## config.mk

```make
export PLATFORM = sky130hd
export DESIGN_NAME = btn_conditioner
export DESIGN_NICKNAME = d
export VERILOG_FILES = /design/src/rtl/btn_conditioner.sv
export SDC_FILE = /design/constraint.sdc
export NUM_CORES = 1
export LEC_CHECK = 0
export CAP_MARGIN = 5
export CORE_MARGIN = 1
export CORE_UTILIZATION = 35
export CTS_CLUSTER_DIAMETER = 50
export DETAILED_ROUTE_END_ITERATION = 10
export GPL_ROUTABILITY_DRIVEN = 0
export GPL_TIMING_DRIVEN = 1
export SYNTH_ARGS = -nofsm -noshare
export SYNTH_HDL_FRONTEND = slang
export SYNTH_SLANG_ARGS = --single-unit
```

## constraint.sdc

```tcl
create_clock -name CLK -period 5.9 [get_ports CLK]
set_input_delay 0.885 -clock CLK [delete_from_list [all_inputs] [get_ports CLK]]
set_output_delay 0.885 -clock CLK [all_outputs]
set_load 0.01 [all_outputs]
```

## src/rtl/btn_conditioner.sv

```systemverilog
// btn_conditioner: push-button synchronizer, debouncer and press/hold event FSM.
// Optional feature macro: BTN_REPEAT_EN (auto-repeat BTNOUT pulses while held).
module btn_conditioner #(
  parameter int DIV_W    = 17,
  parameter int STABLE_N = 8,
  parameter int LONG_N   = 1000,
  parameter int REPEAT_N = 200,
  parameter bit ACT_HIGH = 1'b1
) (
  input  logic CLK,
  input  logic RST,
  input  logic BTN,
  output logic BTNOUT,
  output logic BTNREL,
  output logic LONG,
  output logic BTNLVL
);

  localparam int SW = (STABLE_N > 1) ? $clog2(STABLE_N) : 1;
  localparam int HN = (LONG_N > REPEAT_N) ? LONG_N : REPEAT_N;
  localparam int HW = (HN > 1) ? $clog2(HN) : 1;

  localparam logic [SW-1:0] STABLE_LAST = SW'(STABLE_N - 1);
  localparam logic [HW-1:0] LONG_LAST   = HW'(LONG_N - 1);
`ifdef BTN_REPEAT_EN
  localparam logic [HW-1:0] REP_LAST    = HW'(REPEAT_N - 1);
`endif

  typedef enum logic [1:0] {
    IDLE,
    PRESSED,
    HELD
  } state_t;

  logic             raw;
  logic             s1;
  logic             s2;
  logic [DIV_W-1:0] presc;
  logic             tick;
  logic [SW-1:0]    stable;
  logic             diff;
  logic             settle;
  logic             rise;
  logic             fall;
  logic [HW-1:0]    hold;
  state_t           state;

  // Normalise polarity so that 1 always means pressed.
  assign raw = BTN ^ ~ACT_HIGH;

  // Two-flop synchronizer for the asynchronous pin.
  always_ff @(posedge CLK) begin
    if (!RST) begin
      s1 <= 1'b0;
      s2 <= 1'b0;
    end else begin
      s1 <= raw;
      s2 <= s1;
    end
  end

  // Free-running prescaler; one sample tick per wrap.
  always_ff @(posedge CLK) begin
    if (!RST) begin
      presc <= '0;
    end else begin
      presc <= presc + 1'b1;
    end
  end

  assign tick   = &presc;
  assign diff   = s2 ^ BTNLVL;
  assign settle = tick & diff & (stable == STABLE_LAST);
  assign rise   = settle & ~BTNLVL;
  assign fall   = settle & BTNLVL;

  // Debouncer: level flips after STABLE_N consecutive differing ticks.
  always_ff @(posedge CLK) begin
    if (!RST) begin
      stable <= '0;
      BTNLVL <= 1'b0;
    end else if (tick) begin
      if (diff) begin
        if (stable == STABLE_LAST) begin
          BTNLVL <= ~BTNLVL;
          stable <= '0;
        end else begin
          stable <= stable + 1'b1;
        end
      end else begin
        stable <= '0;
      end
    end
  end

  // Press/hold FSM with registered single-cycle event pulses.
  always_ff @(posedge CLK) begin
    if (!RST) begin
      state  <= IDLE;
      hold   <= '0;
      BTNOUT <= 1'b0;
      BTNREL <= 1'b0;
      LONG   <= 1'b0;
    end else begin
      BTNOUT <= 1'b0;
      BTNREL <= 1'b0;
      LONG   <= 1'b0;
      unique case (state)
        IDLE: begin
          if (rise) begin
            state  <= PRESSED;
            BTNOUT <= 1'b1;
            hold   <= '0;
          end
        end
        PRESSED: begin
          if (fall) begin
            state  <= IDLE;
            BTNREL <= 1'b1;
          end else if (tick) begin
            if (hold == LONG_LAST) begin
              state <= HELD;
              LONG  <= 1'b1;
              hold  <= '0;
            end else begin
              hold <= hold + 1'b1;
            end
          end
        end
        HELD: begin
          if (fall) begin
            state  <= IDLE;
            BTNREL <= 1'b1;
          end
`ifdef BTN_REPEAT_EN
          else if (tick) begin
            if (hold == REP_LAST) begin
              hold   <= '0;
              BTNOUT <= 1'b1;
            end else begin
              hold <= hold + 1'b1;
            end
          end
`endif
        end
        default: begin
          state <= IDLE;
        end
      endcase
    end
  end

endmodule

```

==> metrics.txt <==
Startpoint Class=register; # DRC=0; final hold violation count=0; grt ovf=0; dpl hpwl=slightly above 2 mm; Die W=around 73 um; Netlist cell types=35; clock tree root buffer cell=clkbuf_8; unrepaired setup endpoints after global routing=no; postcts setup bufs=0; crit path max fanout=14; fill cell count=roughly 490; Lkg Pwr=0.000726 uW; Slowest-stage cell, CP=ha_1; total of max-cap violations=0; Final TNS setup=0 ps; Crit. End Element=register; skew final=about 7.3 ps; share of layout cells above drive strength 1=under 10%; Mean Syn Cell Area=9.03 um^2; Gate power share=1.7%; Tcrit/Tclk final=between 40% and 50%; diodes inserted=0; peak supply drop=~110 uV; H-tree depth=2; Max-slew headroom=~36%; area post-placement=about 1900 um^2; hold-fix buffer count after cts=0; Worst-Margin Slew=~950 ps; CP arrival=between 2000 and 3000 ps; Routed WL=roughly 3 mm; DRT antenna net count=0; Bufs on Longest Clock Path=2; Clock power frac=between 40% and 50%; Synth Cell Area=1770 um^2; DR pass1 iterations=4; Syn Nets=207; wire length of the first global-routing pass=around 5.3 mm; Clk Latency, worst-skew pair=roughly 280 ps; clk slew on worst S/H paths=approximately 80 ps; number of global-route vias before repair=between 1000 and 1500; commonest non-fill, non-tap cells in the layout=dfxtp_1, nand2_1, nand3_1; Max Fclk=around 360 MHz; Core Footprint=around 4800 um^2; Top Ports=7; Flop pwr share=48.4%; final worst path period need=2800 ps; aggregate global-route resource usage=between 10% and 20%; initial antenna violation count=0; sw power=95.4 uW; cells after synthesis=between 150 and 200; CTS tree=yes; synthesis-stage register bit count=38; P_int=about 440 uW; Nets=215; PortBufs=6; via density per instance=a little under 5; most common cell after layout, fill and taps aside=dfxtp_1; CP required=approximately 6100 ps; Ys Warns=0; PostCTS Resize Cnt=0; Max Slew Vio Count=0; WS Path Type=register to register; switching part of the total=roughly 18%; pwr dens=264 nW/um^2; CTS Buf Count=5; worst hold path type=register to register; Final Instance Area=2040 um^2; Seq/Total Area, Yosys=a little over two fifths; Area Growth Syn to Fin=15.1%; die area=5350 um^2; via count=1329; Cell Chain, Critical Path=ha_1 -> nand3_1 -> nor3_1 -> and3_1 -> ha_1 -> nand2_1 -> nor3_1 -> o211ai_1 -> xor2_1 -> nor2_1; initial core utilization=37.0%; worst hold slack=approximately 430 ps; DRT iter0 DRCs=86; FP Rows=25; WL/cell=between 10 and 15 um; largest net degree at the start of global routing=35; final setup violation count=0; status=finished, final reports clean; crit-path max cell delay=440 ps; Clock Sinks=38; chip height=roughly 73 um
==> Yosys cell counts, drive strengths merged <==
cell     number  share of area (%)
a21boi        7                3.0
a21oi         4                1.8
and2         14                4.9
and2b         1               0.57
and3          2               0.71
and4          1               0.49
clkbuf        5                1.1
dfxtp        38                 43
ha            8                5.7
inv           3               0.64
mux2i         3                1.7
nand2        18                3.8
nand2b        4                1.6
nand3        16                4.5
nand4         6                2.1
nand4b        1               0.49
nor2         12                3.1
nor2b         4                1.4
nor3          7                2.0
nor4          1               0.35
o2111ai       1               0.49
o211ai        2               0.85
o21ai        11                3.3
o31a          1               0.49
o31ai         2               0.85
or3           4                1.4
or4           2               0.85
xnor2         7                3.5
xor2         11                5.4
==> power by group through the flow <==
| stage | clock, uW | sequential [uW] | combinational [uW] |
|---|---|---|---|
| finish | 269 | 261 | 9.33 |
| global route | 288 | 261 | 10.5 |
| CTS | 277 | 261 | 9.51 |
| detailed placement | 0 | 267 | 9.47 |
| global placement | 0 | 267 | 9.42 |
| floorplan | 0 | 266 | 6.45 |
==> metal layers <==
metal	routed length, um	global-route usage (%)
met5	0	0
met4	45	6.54
met3	93	3.73
met2	1310	18.4
met1	1620	17.8
==> flip-flops by register name, summed over array words and instances, names as in the netlist <==
signal and flops:
presc 17, hold 10, stable 3, state 2
BTNLVL 1, BTNOUT 1, BTNREL 1, LONG 1
s1 1, s2 1
==> critical path: cells and delay by family, from the launching register on <==
kind / cells / cell delay, ps
xor+xnor: 1 / 160
compound gates: 1 / 150
simple gates: 6 / 1340
flops: 1 / 380
fa+ha+maj: 2 / 640
==> final cells by class <==
| type | count | area (um^2) | share of cell area (%) |
|---|---|---|---|
| multi-input cells | 150 | 980 | 48.1 |
| well taps | 67 | 83.8 | 4.11 |
| flip-flops and latches | 38 | 761 | 37.3 |
| clock inverters | 2 | 60.1 | 2.95 |
| inverters | 3 | 11.3 | 0.552 |
| repair buffers | 6 | 60.1 | 2.95 |
| clock buffers | 6 | 82.6 | 4.05 |
==> final timing paths <==
check | slack (ps) | depth (start not counted) | from | end
worst max register to register | 3100 | 10 | presc[0] | hold[8]
worst min register to register | 430 | 1 | s1 | s2
worst max-delay path | 3100 | 10 | presc[0] | hold[8]
worst min-delay path | 430 | 1 | s1 | s2
==> kinds of logic after synthesis <==
group	Yosys count	share of synthesized area (%)
compound gates	28	10.7
mux	3	1.70
xor+xnor	18	8.90
fa+ha+maj	8	5.65
flops	38	43.0
buf+inv	8	1.70
simple gates	93	28.3
==> metrics by stage <==
stage | setup WS [ps] | power, uW | instances | utilization, %
5_1_grt | 2760 | 560 | 272 | 42.6
2_1_floorplan | 3800 | 273 | 196 | -
6_report | 3100 | 539 | 272 | 42.6
3_3_place_gp | 3130 | 276 | 264 | 39.6
3_5_place_dp | 3080 | 276 | 264 | 39.6
4_1_cts | 3070 | 547 | 272 | 42.6
(Power assumes the default switching activity.)
